$ cat config.mk
export PLATFORM = sky130hd
export DESIGN_NAME = seq_arith_unit
export DESIGN_NICKNAME = d
export VERILOG_FILES = /design/src/rtl/arith_pkg.sv /design/src/rtl/seq_arith_muldiv_core.sv /design/src/rtl/seq_arith_unit.sv
export SDC_FILE = /design/constraint.sdc
export NUM_CORES = 1
export LEC_CHECK = 0
export BUFFER_PORTS_ARGS = -buffer_cell sky130_fd_sc_hd__buf_2
export CAP_MARGIN = 20
export CORE_MARGIN = 2
export CORE_UTILIZATION = 64
export CTS_CLUSTER_SIZE = 14
export DETAILED_ROUTE_END_ITERATION = 10
export PLACE_DENSITY_LB_ADDON = 0.1
export SLEW_MARGIN = 20
export SYNTH_ARGS = -nofsm -noshare
export SYNTH_HDL_FRONTEND = slang
export SYNTH_SLANG_ARGS = --single-unit
$ cat constraint.sdc
create_clock -name clk -period 4.2 [get_ports clk]
set_clock_uncertainty 0.15 [all_clocks]
set_input_delay 0.84 -clock clk [delete_from_list [all_inputs] [get_ports clk]]
set_output_delay 0.84 -clock clk [all_outputs]
set_load 0.02 [all_outputs]
$ cat src/rtl/arith_pkg.sv
// Shared encodings for the sequential arithmetic unit: operation select codes
// and the controller state enumeration.
package arith_pkg;

    typedef enum logic [1:0] {
        OP_ADD = 2'b00,
        OP_SUB = 2'b01,
        OP_MUL = 2'b10,
        OP_DIV = 2'b11
    } op_e;

    typedef enum logic [1:0] {
        IDLE = 2'b00,
        CALC = 2'b01,
        DONE = 2'b10
    } state_e;

endpackage

$ cat src/rtl/seq_arith_muldiv_core.sv
// Iterative datapath: LSB-first shift-add multiply or restoring divide, one
// step per strobe. hi_nxt/lo_nxt expose the register values after the pending step.
module seq_arith_muldiv_core #(
    parameter int WIDTH = 8
) (
    input  logic             clk,
    input  logic             rst_n,
    input  logic             load,
    input  logic             step,
    input  logic             div_mode,
    input  logic [WIDTH-1:0] a,
    input  logic [WIDTH-1:0] b,
    output logic [WIDTH-1:0] hi_nxt,
    output logic [WIDTH-1:0] lo_nxt
);

    // hi: product high half / partial remainder; lo: multiplier / dividend-quotient
    logic [WIDTH-1:0] hi;
    logic [WIDTH-1:0] lo;
    logic [WIDTH-1:0] opnd;

    logic [WIDTH:0] mul_sum;
    logic [WIDTH:0] shifted;
    logic [WIDTH:0] trial;
    logic           fits;

    always_comb begin
        mul_sum = {1'b0, hi} + (lo[0] ? {1'b0, opnd} : '0);
        shifted = {hi, lo[WIDTH-1]};
        trial   = shifted - {1'b0, opnd};
        fits    = (shifted >= {1'b0, opnd});
        if (div_mode) begin
            hi_nxt = fits ? trial[WIDTH-1:0] : shifted[WIDTH-1:0];
            lo_nxt = {lo[WIDTH-2:0], fits};
        end else begin
            hi_nxt = mul_sum[WIDTH:1];
            lo_nxt = {mul_sum[0], lo[WIDTH-1:1]};
        end
    end

    // Multiplication commutes, so both modes load a into lo and b into opnd.
    always_ff @(posedge clk) begin
        if (!rst_n) begin
            hi   <= '0;
            lo   <= '0;
            opnd <= '0;
        end else if (load) begin
            hi   <= '0;
            lo   <= a;
            opnd <= b;
        end else if (step) begin
            hi   <= hi_nxt;
            lo   <= lo_nxt;
        end
    end

endmodule

$ cat src/rtl/seq_arith_unit.sv
// Sequential arithmetic unit: single-cycle add/subtract, WIDTH-step multiply
// and divide, with result/flag registers that change only when done rises.
module seq_arith_unit
    import arith_pkg::*;
#(
    parameter int WIDTH = 8
) (
    input  logic             clk,
    input  logic             rst_n,
    input  logic             start,
    input  logic [1:0]       op_sel,
    input  logic [WIDTH-1:0] a,
    input  logic [WIDTH-1:0] b,
    output logic             busy,
    output logic             done,
    output logic [WIDTH-1:0] result,
    output logic [WIDTH-1:0] remainder,
    output logic             overflow,
    output logic             div_by_zero
);

    localparam int CW = $clog2(WIDTH + 1);

    state_e          state, state_d;
    op_e             op_in, op_q;
    logic [CW-1:0]   cnt;
    logic            accept, long_op, last_step;
    logic [WIDTH:0]  sum, diff;
    logic [WIDTH-1:0] fast_res, fast_rem;
    logic            fast_ovf, fast_dbz;
    logic [WIDTH-1:0] core_hi, core_lo;

    assign op_in     = op_e'(op_sel);
    assign busy      = (state == CALC);
    assign done      = (state == DONE);
    assign accept    = start && (state != CALC);
    assign long_op   = (op_in == OP_MUL) || ((op_in == OP_DIV) && (b != '0));
    assign last_step = (state == CALC) && (cnt == CW'(WIDTH - 1));

    always_comb begin
        state_d = state;
        case (state)
            IDLE, DONE: begin
                if (accept) state_d = long_op ? CALC : DONE;
                else        state_d = IDLE;
            end
            CALC:    if (last_step) state_d = DONE;
            default: state_d = IDLE;
        endcase
    end

    // Results for operations that complete without iterating.
    always_comb begin
        sum      = {1'b0, a} + {1'b0, b};
        diff     = {1'b0, a} - {1'b0, b};
        fast_res = '0;
        fast_rem = '0;
        fast_ovf = 1'b0;
        fast_dbz = 1'b0;
        case (op_in)
            OP_ADD: begin
                fast_res = sum[WIDTH-1:0];
                fast_ovf = sum[WIDTH];
            end
            OP_SUB: begin
                fast_res = diff[WIDTH-1:0];
                fast_ovf = diff[WIDTH];
            end
            default: begin
                fast_res = '1;
                fast_rem = a;
                fast_ovf = 1'b1;
                fast_dbz = 1'b1;
            end
        endcase
    end

    seq_arith_muldiv_core #(.WIDTH(WIDTH)) u_core (
        .clk      (clk),
        .rst_n    (rst_n),
        .load     (accept && long_op),
        .step     (state == CALC),
        .div_mode (op_q == OP_DIV),
        .a        (a),
        .b        (b),
        .hi_nxt   (core_hi),
        .lo_nxt   (core_lo)
    );

    always_ff @(posedge clk) begin
        if (!rst_n) begin
            state       <= IDLE;
            op_q        <= OP_ADD;
            cnt         <= '0;
            result      <= '0;
            remainder   <= '0;
            overflow    <= 1'b0;
            div_by_zero <= 1'b0;
        end else begin
            state <= state_d;
            if (accept) begin
                op_q <= op_in;
                cnt  <= '0;
                if (!long_op) begin
                    result      <= fast_res;
                    remainder   <= fast_rem;
                    overflow    <= fast_ovf;
                    div_by_zero <= fast_dbz;
                end
            end else if (state == CALC) begin
                cnt <= cnt + 1'b1;
                // Capture the final step's values so outputs change with done.
                if (last_step) begin
                    result      <= core_lo;
                    remainder   <= (op_q == OP_DIV) ? core_hi : '0;
                    overflow    <= (op_q == OP_MUL) ? (core_hi != '0) : 1'b0;
                    div_by_zero <= 1'b0;
                end
            end
        end
    end

endmodule

Word-level counts from Yosys, hierarchy flattened. Index checks and enable logic that the tools add are counted.

Flip-flop bits (word level): 50. Latch bits: 0. Bits in writable memories: 0. Memory bits (read-only): 0. Output and inout bits: 20. Word-level logic and storage cells: 77. Memories: 0.

Add/subtract/negate cells: 5. Multipliers: 0. Div/mod/pow operators: 0. Magnitude comparators: 1. Eq/ne operators: 11. Shifts and indexed selects: 0. Mux-type cells: 32. Bitwise logic cells: 1. Reductions and logical operators: 17.

Operators by type and width (count): $mux W8 (16); $add A8 B8 Y9 (2); $pmux W8 S2 (1); $reduce_bool A8 Y1 (2); $eq A2 B2 Y1 const B (5); $mux W1 (10); $ge A9 B8 Y1 (1); $sub A8 B8 Y9 (1); $reduce_or A2 Y1 (4); $sub A8 B8 Y8 (1); $mux W2 (3); $reduce_bool A2 Y1 (3); $add A4 B1 Y4 const B (1); $eq A2 B1 Y1 const B (2); $eq A4 B3 Y1 const B (1); $logic_and A1 B1 Y1 (4); $logic_not A2 Y1 (2); $ne A2 B1 Y1 const B (2); $pmux W2 S2 (1); $reduce_and A3 Y1 (1); $ne A2 B2 Y1 const B (1); $pmux W1 S2 (1); $logic_or A1 B1 Y1 (1); $not A1 Y1 (1).

Longest topological paths before layout. Gate-level depths: netlist (run 1).

Depth after elaboration: 8. Depth in mapped cells: 12. Gate-level depth less buffers: 12.

By module. Synthesis (run 1) repeated with hierarchy kept, for this count alone.

Cells, all modules: 518. Area, all modules: 4013.8 µm².

Modules (own cells, without submodules): seq_arith_muldiv_core (times used 1, cells each 254, area an instance 2026.9 µm²); seq_arith_unit (times used 1, cells each 264, area an instance 1986.9 µm²).

Worst setup path before layout (run 1). No wires, ideal clock.

Path kind: in2reg. Start: in a[0]. End: reg result[6]. Setup time: 125 ps. Arrival: 2413 ps. Setup slack: 1512 ps. Stages: 11. Path buffers: 0. Cells stage by stage: inv_1 -> ha_1 -> inv_1 -> fa_1 -> a21o_1 -> a21oi_1 -> o21a_1 -> mux2i_1 -> xor2_1 -> o31ai_1 -> o22ai_1.

Cells in the longest elaborated chain, start to end: 4. Elaborated cells between the ends (all ways): 5. Those cells by class: add/sub (2); mux (3).

Ends and longest elaborated chain: start, declared (RTL line seq_arith_unit.sv:12) `input logic [WIDTH-1:0] a,`; $sub A8 B8 Y9 / $add A8 B8 Y9 (equally long branches) (RTL line seq_arith_unit.sv:55, seq_arith_unit.sv:54); $pmux W8 S2 (*) (RTL line seq_arith_unit.sv:60) `case (op_in)`; $mux W8 (*) (RTL line seq_arith_unit.sv:104) `if (!long_op) begin`; $mux W8 (*) (RTL line seq_arith_unit.sv:101) `if (accept) begin`; end signal, assigned (RTL line seq_arith_unit.sv:105) `result <= fast_res;`; end signal, assigned (RTL line seq_arith_unit.sv:114) `result <= core_lo;`; end, declared (RTL line seq_arith_unit.sv:16) `output logic [WIDTH-1:0] result,`.

Every way passes the cells marked *; elsewhere a longest branch is shown, timed or not. The select of a mux whose other input is x is not followed. A chain may end at the register's enable or synchronous reset.

Worst setup path in the final report (run 1).
Start: reg state[1]. End: out busy.

Cells in the longest elaborated chain, start to end: 1.

Ends and longest elaborated chain: start, declared (RTL line seq_arith_unit.sv:24) `state_e state, state_d;`; start signal, assigned (RTL line seq_arith_unit.sv:100) `state <= state_d;`; $eq A2 B1 Y1 (RTL line seq_arith_unit.sv:34) `assign busy = (state == CALC);`; end, declared (RTL line seq_arith_unit.sv:14) `output logic busy,`.

No other way between the ends.

==> impl_metrics.yaml, run 1 <==
setup_path:
  critical_path_buf_inv_count: 3
  path_class: "reg2out"
  critical_path_arrival_ps: 2250
  cpPeakStageDelay_ps: 730
  critical_path.top_delay_family: "buffers and inverters"
  r2r_end: "overflow"
  critPathSlowestCell: "nand2b_1"
  cp-start-kind: "flop"
  crit_chain: "nand2b_1, clkinv_1, buf_4, buf_2"
  crit_fanout: 23
  r2r_slack_ps: 1180
  r2r_cells: 9
  worstPathRequired_ps: 3210
  r2r-start: "state[1]"
  endpoint_kind: "primary output"
synthesis:
  yosysUniqueCellTypes: 60
  syn_nets: 534
  syn_inst: 476
  synth_ff_type: "dfxtp_1"
  yosys.area.top_type_share_pct: 26.5
  syn-cell-area_um2: 3780
  yosysSeqAreaShare_pct: 26.5
  yosysTopAreaCell: "dfxtp_1"
  synth_edf_count: 0
  ys_warn_count: 0
  synth_area_leaders: "dfxtp_1 (26%), ha_1 (11%), nand2_1 (5.8%)"
  avgSynthCellArea_um2: 7.95
  ys_ff_latch: 50
  synthArstFlopShare_pct: 0
clock_tree:
  post_cts_buffers: 0
  cts.sinks: 50
  clk_latency_ps: 320
  cts-buffers-inserted: 5
  htree_levels: 2
  cts-root-buf: "clkbuf_8"
  cts_buffer_depth: 2
  holdBufCountCts: 0
  cts_tree: "yes"
  cts.clk_slew.worst_paths_ps: 110
  cts_resized: 0
sta:
  timing.final.hold_violations: 0
  setup-violations-final: 0
  hold_ws_ps: 322
  max_clock_freq_mhz: 309
  fin_setup_tns_ps: 0
  relSlewSlack_pct: 38.2
  min_period_ps: 3240
  rsz0062_at_grt: "no"
  worst_slew_pin_slew_ps: 926
  slew_viol_final: 0
  post-route-period-util_pct: 77.0
routing:
  wl_mm: 10.1
  drtIter0Drc: 201
  dr.pass1.iters: 7
  drc: 0
  avgRoutedWirePerCell_um: 17.6
  vias: 3566
  antenna_left: 0
  vias_per_cell: 6.19
placed_design:
  place_congestion: 0.937
  portBuffers: 40
  dp.final_hpwl_mm: 7.70
pwr:
  powerDensity_nw_per_um2: 301
  leakagePower_nw: 1.91
  finalPower_mw: 1.23
  ir_drop_uv: 256
floorplanning:
  core_region_area_um2: 5610
  die_area_um2: 6540
  num_rows: 27
  ios: 41
  die_y_um: 80.9
  initial_core_util_pct: 67.4
  chipWidth_um: 80.9
layout:
  area_growth_pct: 8.24
  diodes: 0
  nets: 561
  mostFrequentLayoutCells: "nand2_1 (58), dfxtp_1 (50), buf_2 (40), nor2_1 (37), ha_1 (33)"
  drive_above_1_share_pct: 13.1
  layout_commonest_cell: "nand2_1"
min_path:
  hold_path_depth: 1
  min_from: "state[1]"
  hold_end: "state[1]"
  hp-class: "reg2reg"
grt:
  grt_pass1_wl_mm: 16.1
  overflow: 0
  grt_pass1_vias: 3339
  antenna_found_initial: 0
  grt_use_total_pct: 32.8
  grt_max_degree: 47
run_status:
  status: "completed"
job:
  max-cap-violations: 0
==> power breakdown <==
part           switching, mW  internal, mW  total (mW)
logic                  0.237         0.158       0.395
registers             0.0229         0.500       0.523
clock network          0.191         0.125       0.317
total                  0.451         0.783        1.23
==> final cells by class <==
type	instances	area, µm²
multi-input cells	377	2580
fillers	472	1510
flip-flops and latches	50	1000
repair buffers	43	223
inverters	26	97.6
well taps	72	90.1
clock buffers	5	68.8
clock inverters	3	28.8
==> logic make-up after synthesis <==
kind of cell	share of synthesized area (%)
AOI/OAI and AO/OA	24.8
xor gates and xnor gates	3.01
DFF	26.5
muxes	5.89
adders and majority gates	13.0
and+or+nand+nor	21.6
buffers and inverters	5.19
==> Yosys cell counts, types with 2 or more instances <==
master     instances
ha_1              33
nor3_1            11
nand2_1           58
o211ai_1           2
nand4_1            4
a32oi_1            2
o21ai_1            7
nand3b_1           3
nor4_1             2
o21a_1             5
a22oi_1            2
o21ai_0           21
a2bb2oi_1          3
xnor2_1            6
dfxtp_1           50
a211oi_1           9
nor2b_1           19
fa_1               4
inv_1             25
mux2i_1           17
nand2b_1           4
mux2_4             2
a21o_1             6
nor3b_1            2
o211a_1            6
a221oi_1           9
buf_2              4
or3_1              2
a21oi_2            2
o31ai_1            5
mux2_2             2
nor2_1            37
and2_1            13
a31oi_1            9
o22ai_1            4
xor2_1             7
nand3_1            9
clkbuf_1          18
a21oi_1           24
a21boi_0           8
==> routing by layer <==
| metal | GRT usage, % | vias up | wire (µm) |
|---|---|---|---|
| met5 | 0 | - | 0 |
| met2 | 56.9 | 159 | 4860 |
| met1 | 40.7 | 1635 | 4320 |
| met4 | 11.2 | 0 | 195 |
| li1 | - | 1755 | - |
| met3 | 6.11 | 17 | 749 |
==> sequential cells by signal, indices dropped and copies added (netlist names) <==
name and flops:
remainder 8, result 8, u_core.hi 8, u_core.lo 8, u_core.opnd 8, cnt 4, op_q 2, state 2
div_by_zero 1, overflow 1
==> worst max-delay path by stage <==
stage | depth (start not counted) | from | slack [ps] | to
6_report | 4 | state[1] | 960 | busy
3_3_place_gp | 12 | a[0] | 1200 | result[6]
3_5_place_dp | 9 | b[2] | 1130 | overflow
2_1_floorplan | 11 | a[0] | 1510 | result[6]
4_1_cts | 4 | state[1] | 1000 | busy
5_1_grt | 4 | state[1] | 810 | busy
==> worst register-to-register path: cells and delay by family (launching register included) <==
kind	cells	cell delay [ps]
and+or+nand+nor	4	1050
DFF	1	360
AOI/OAI and AO/OA	4	1100
buffers and inverters	1	260
==> metrics by stage <==
stage / util, % / area, µm² / std cells / worst slack, ps
5_1_grt: 73.0 / 4090 / 576 / 815
2_1_floorplan: - / 3780 / 476 / 1510
3_3_place_gp: 71.3 / 4000 / 568 / 1200
3_5_place_dp: 71.3 / 4000 / 568 / 1130
6_report: 73.0 / 4090 / 576 / 965
4_1_cts: 73.0 / 4090 / 576 / 997
Power figures use the tool's default switching activity.
==> run 2, diff against run 1 <==
- ABC_AREA: unset -> 1
- CORE_UTILIZATION: 64 -> 60
- clock period: 4.2 -> 3.09 ns (I/O delays scaled with it)
==> run 2 against run 1 <==
Against the previous run:
- count of clock-buffer cells in the layout unchanged
- non-clock buffer count unchanged
- worst setup slack got worse by 520 ps
- sequential power increased by 41%
- final area increased by 4.6%
- critical endpoint is now overflow
==> impl_metrics.yaml, run 2 <==
layout:
  layout_commonest_cell: "nand2_1"
  mostFrequentLayoutCells: "nand2_1 (128), inv_1 (80), a21oi_1 (71), nor2_1 (64), dfxtp_1 (50)"
  diodes: 0
  nets: 692
  final_cell_area_um2: 4280
  area_growth_pct: 8.32
  final_cells: 712
  drive_above_1_share_pct: 11.2
setup_path:
  crit_chain: "nand2_1, inv_1, ha_1, fa_1, nand2_1, nand2_1, nand2_1, nand2_1, nand2_1, nand2_1, nor2_1, nor2_1, nor2_1, nand2_1, nor2_1, nand2_1, nand2_1, a21oi_1"
  r2r-start: "u_core.lo[0]"
  cp-start-kind: "flop"
  endpoint_kind: "flop"
  path_depth: 18
  r2r_cells: 18
  cpPeakStageDelay_ps: 430
  r2r_slack_ps: 450
  critical_path_arrival_ps: 2710
  path_class: "reg2reg"
  worstPathRequired_ps: 3160
  crit_fanout: 10
  r2r_end: "overflow"
  critical_path.top_delay_family: "simple AND/OR/NAND/NOR gates"
  crit_top_cell: "nand2_1"
  critical_path_buf_inv_count: 1
  critPathSlowestCell: "dfxtp_1"
floorplanning:
  chipWidth_um: 85.2
  core_region_area_um2: 6350
  die_area_um2: 7250
  num_rows: 29
  die_y_um: 85.2
  initial_core_util_pct: 62.3
  ios: 41
job:
  max-cap-violations: 0
routing:
  avgRoutedWirePerCell_um: 15.7
  dr.pass1.iters: 5
  vias_per_cell: 5.81
  drtIter0Drc: 235
  antenna_left: 0
  wl_mm: 11.2
  vias: 4140
  drc: 0
synthesis:
  synth.most_common_cell: "nand2_1"
  avgSynthCellArea_um2: 6.57
  syn_inst: 602
  ys_ff_latch: 50
  synth_edf_count: 0
  syn_nets: 660
  synth_area_leaders: "dfxtp_1 (25%), nand2_1 (12%), ha_1 (10%)"
  yosysUniqueCellTypes: 44
  syn-cell-area_um2: 3950
  yosys.area.top_type_share_pct: 25.3
  synthArstFlopShare_pct: 0
  yosysSeqAreaShare_pct: 25.3
  yosysTopAreaCell: "dfxtp_1"
  synth_ff_type: "dfxtp_1"
  synth_common_cells: "nand2_1 (128), inv_1 (80), a21oi_1 (71)"
  ys_warn_count: 0
run_status:
  status: "completed"
sta:
  post-route-period-util_pct: 85.6
  fin_setup_tns_ps: 0
  max_clock_freq_mhz: 378
  worst_slew_pin_slew_ps: 549
  min_period_ps: 2640
  slew_viol_final: 0
  timing.final.hold_violations: 0
  setup-violations-final: 0
  relSlewSlack_pct: 63.4
  rsz0062_at_grt: "no"
  hold_ws_ps: 328
clock_tree:
  holdBufCountCts: 0
  clk_latency_ps: 320
  cts_tree: "yes"
  cts_buffer_depth: 2
  cts-buffers-inserted: 5
  post_cts_buffers: 0
  htree_levels: 2
  cts-root-buf: "clkbuf_8"
  cts.sinks: 50
  cts.clk_slew.worst_paths_ps: 110
  cts_resized: 0
grt:
  grt_use_total_pct: 32.3
  grt_pass1_vias: 3973
  overflow: 0
  grt_max_degree: 28
  grt_pass1_wl_mm: 18.8
  antenna_found_initial: 0
pwr:
  leakagePower_nw: 2.22
  powerDensity_nw_per_um2: 433
  ir_drop_uv: 302
min_path:
  min_from: "u_core.lo[3]"
  hold_end: "u_core.lo[3]"
  hp-class: "reg2reg"
  hold_path_depth: 2
placed_design:
  dpl_cell_area_um2: 4190
  portBuffers: 40
  place_congestion: 0.918
  dp.final_hpwl_mm: 8.73
  place_inst: 704
==> run 2: changes by cell type in the layout (fill, tap and decap cells not counted), sizes merged, moves of 8 or more <==
cell,previous run,this run
and2,13,0
mux2i,17,2
nand2,59,134
a211oi,10,1
nor2b,19,0
inv,27,87
a21boi,8,0
o21ai,29,47
a21oi,26,71
nor2,37,70
nand3,9,30
nor3,11,3
==> run 2: logic make-up after synthesis <==
| logic type | Yosys count | share of synthesized area [%] |
|---|---|---|
| and+or+nand+nor | 254 | 28.6 |
| DFF | 50 | 25.3 |
| AOI/OAI and AO/OA | 142 | 19.7 |
| xor gates and xnor gates | 13 | 2.88 |
| adders and majority gates | 37 | 12.5 |
| buffers and inverters | 104 | 10.5 |
| muxes | 2 | 0.506 |
==> run 2: layout make-up <==
| type | count | area, µm² |
|---|---|---|
| inverters | 86 | 328 |
| fillers | 574 | 2070 |
| clock buffers | 5 | 68.8 |
| clock inverters | 3 | 28.8 |
| repair buffers | 43 | 223 |
| well taps | 77 | 96.3 |
| flip-flops and latches | 50 | 1000 |
| multi-input cells | 448 | 2540 |
==> run 2: worst max-delay path by stage <==
stage,end,startpoint
after CTS,overflow,u_core.lo[0]
final,overflow,u_core.lo[0]
after detailed placement,result[6],a[0]
after global placement,result[6],a[0]
after global routing,overflow,u_core.lo[0]
after floorplan,result[6],a[0]
==> run 2: layer usage <==
layer / vias to the layer above / track usage [%] / part of all wire (%)
li1: 2050 / - / -
met1: 1909 / 39.1 / 41
met2: 145 / 58.0 / 50
met3: 36 / 3.40 / 4.9
met4: 0 / 13.1 / 3.8
met5: - / 0 / 0
==> run 2: tightest hold or removal path: stages, from the launching register on <==
cell	delay (ps)
dfxtp_1	330
nand2_1	60
a21oi_1	50
==> run 2: report_power, final <==
group,internal (mW),switching (mW)
Clock,0.170,0.256
Combinational,0.227,0.464
Sequential,0.697,0.0411
Total,1.09,0.761
==> run 2: metrics by stage <==
step	worst slack, ps	power [mW]	util [%]
2_1_floorplan	762	1.25	-
3_3_place_gp	506	1.42	65.9
3_5_place_dp	437	1.43	65.9
4_1_cts	478	1.85	67.4
5_1_grt	166	1.97	67.4
6_report	446	1.85	67.4
==> run 3, diff against run 2 <==
- clock period: 3.09 -> 2.7 ns (I/O delays scaled with it)
==> run 3 against run 2 <==
Against the previous run:
- final area increased by 1.6%
- maximum frequency up 7.8%
- sequential share of layout area shrank 0.34 points
- register-to-register slack lost 200 ps
- first-iteration DRC count fell by 12%
- die area stayed put
- combinational power up 19%
- count of clock-buffer cells in the layout unchanged
- via count is 0.31% lower
- sequential cell count is the same
- largest power group unchanged
==> impl_metrics.yaml, run 3 (synthesized netlist as in run 2, its figures left out) <==
routing:
  dr.pass1.iters: 5
  vias: 4127
  wl_mm: 11.0
  vias_per_cell: 5.74
  avgRoutedWirePerCell_um: 15.3
  drtIter0Drc: 207
  drc: 0
  antenna_left: 0
pwr:
  finalPower_mw: 2.14
  powerDensity_nw_per_um2: 491
  leakagePower_nw: 2.26
  power_frac_clock_pct: 22.3
  netSwitchingPower_mw: 0.869
  swShare_pct: 40.6
  seqPwrFrac_pct: 39.4
  ir_drop_uv: 383
  p_int_mw: 1.27
  p_comb_share_pct: 38.3
layout:
  diodes: 0
  layout_commonest_cell: "nand2_1"
  area_growth_pct: 10.1
  nets: 699
  register_area_um2: 1000
  multiInputGateArea_um2: 2550
  utilization_pct: 68.5
  drive_above_1_share_pct: 12.8
  mostFrequentLayoutCells: "nand2_1 (128), inv_1 (80), a21oi_1 (71), nor2_1 (63), dfxtp_1 (49)"
  fill_cells: 611
sta:
  timing.final.hold_violations: 0
  post-route-period-util_pct: 90.8
  fin_setup_tns_ps: 0
  setup-violations-final: 0
  slew_viol_final: 0
  worst_slew_pin_slew_ps: 473
  max_clock_freq_mhz: 408
  min_period_ps: 2450
  relSlewSlack_pct: 68.2
  hold_ws_ps: 329
clock_tree:
  cts_tree: "yes"
  cts_buffer_depth: 2
  cts.sinks: 50
  cts-buffers-inserted: 5
  cts-root-buf: "clkbuf_8"
  post_cts_buffers: 0
  clk_latency_ps: 310
  cts.clk_slew.worst_paths_ps: 100
  htree_levels: 2
floorplanning:
  core_region_area_um2: 6350
  ios: 41
  die_area_um2: 7250
  initial_core_util_pct: 62.3
  die_y_um: 85.2
  num_rows: 29
  chipWidth_um: 85.2
grt:
  grt_pass1_wl_mm: 18.6
  grt_pass1_vias: 3950
  antenna_found_initial: 0
  overflow: 0
  grt_max_degree: 28
  grt_use_total_pct: 31.6
job:
  max-cap-violations: 0
min_path:
  hp-class: "reg2reg"
placed_design:
  place_congestion: 0.934
  portBuffers: 40
  dp.final_hpwl_mm: 8.68
setup_path:
  crit_fanout: 10
  r2r_slack_ps: 250
  path_class: "reg2reg"
  critical_path_arrival_ps: 2510
  worstPathRequired_ps: 2760
  endpoint_kind: "flop"
  cp-start-kind: "flop"
run_status:
  status: "completed"
[run 3: worst paths after layout]
| check | from | to | depth (start not counted) |
|---|---|---|---|
| min | u_core.lo[3] | u_core.lo[3] | 2 |
| min reg2reg | u_core.lo[3] | u_core.lo[3] | 2 |
| max | u_core.lo[0] | overflow | 18 |
| max reg2reg | u_core.lo[0] | overflow | 18 |
[run 3: power groups by stage]
stage / combinational, mW / sequential, mW / clock [mW]
after floorplan: 0.540 / 0.885 / 0
after global routing: 0.917 / 0.848 / 0.515
after detailed placement: 0.796 / 0.857 / 0
after CTS: 0.801 / 0.841 / 0.484
final: 0.820 / 0.842 / 0.477
after global placement: 0.783 / 0.857 / 0
[run 3: through the flow]
step / worst slack, ps / cells / area (µm²)
floorplan: 428 / 602 / 3950
global placement: 209 / 711 / 4240
detailed placement: 140 / 711 / 4240
CTS: 205 / 719 / 4340
global route: -3.72 / 719 / 4350
finish: 247 / 719 / 4350
[run 3: worst max-delay path, stage by stage, from the launching register on]
cell,delay (ps)
dfxtp_2,380
nand2_1,80
inv_1,40
ha_1,200
fa_1,390
nand2_1,90
nand2_1,60
nand2_1,50
nand2_1,100
nand2_1,80
nand2_1,60
nor2_1,90
nor2_1,50
nor2_1,120
nand2_1,60
nor2_1,130
nand2_1,100
nand2_1,70
a21oi_1,50
[run 3: repair_timing]
action,in CTS,in global routing
hold buffers,0,0
setup endpoints to repair,0,1
gates resized for setup,0,5
[run 3: area by class of cell]
type | instances | area share, %
clock buffer | 5 | 1.58
clock inverter | 3 | 0.661
inverter | 86 | 7.53
multi-input combinational | 448 | 58.7
sequential | 50 | 23.0
tap | 77 | 2.21
timing repair buffer | 50 | 6.33
[run 3: routing by layer]
layer,global-route usage [%],share of wire [%],vias to the layer above
met3,3.50,5.1,38
met1,39.6,43,1885
met4,15.6,4.9,0
li1,-,-,2059
met5,0,0,-
met2,54.0,47,145
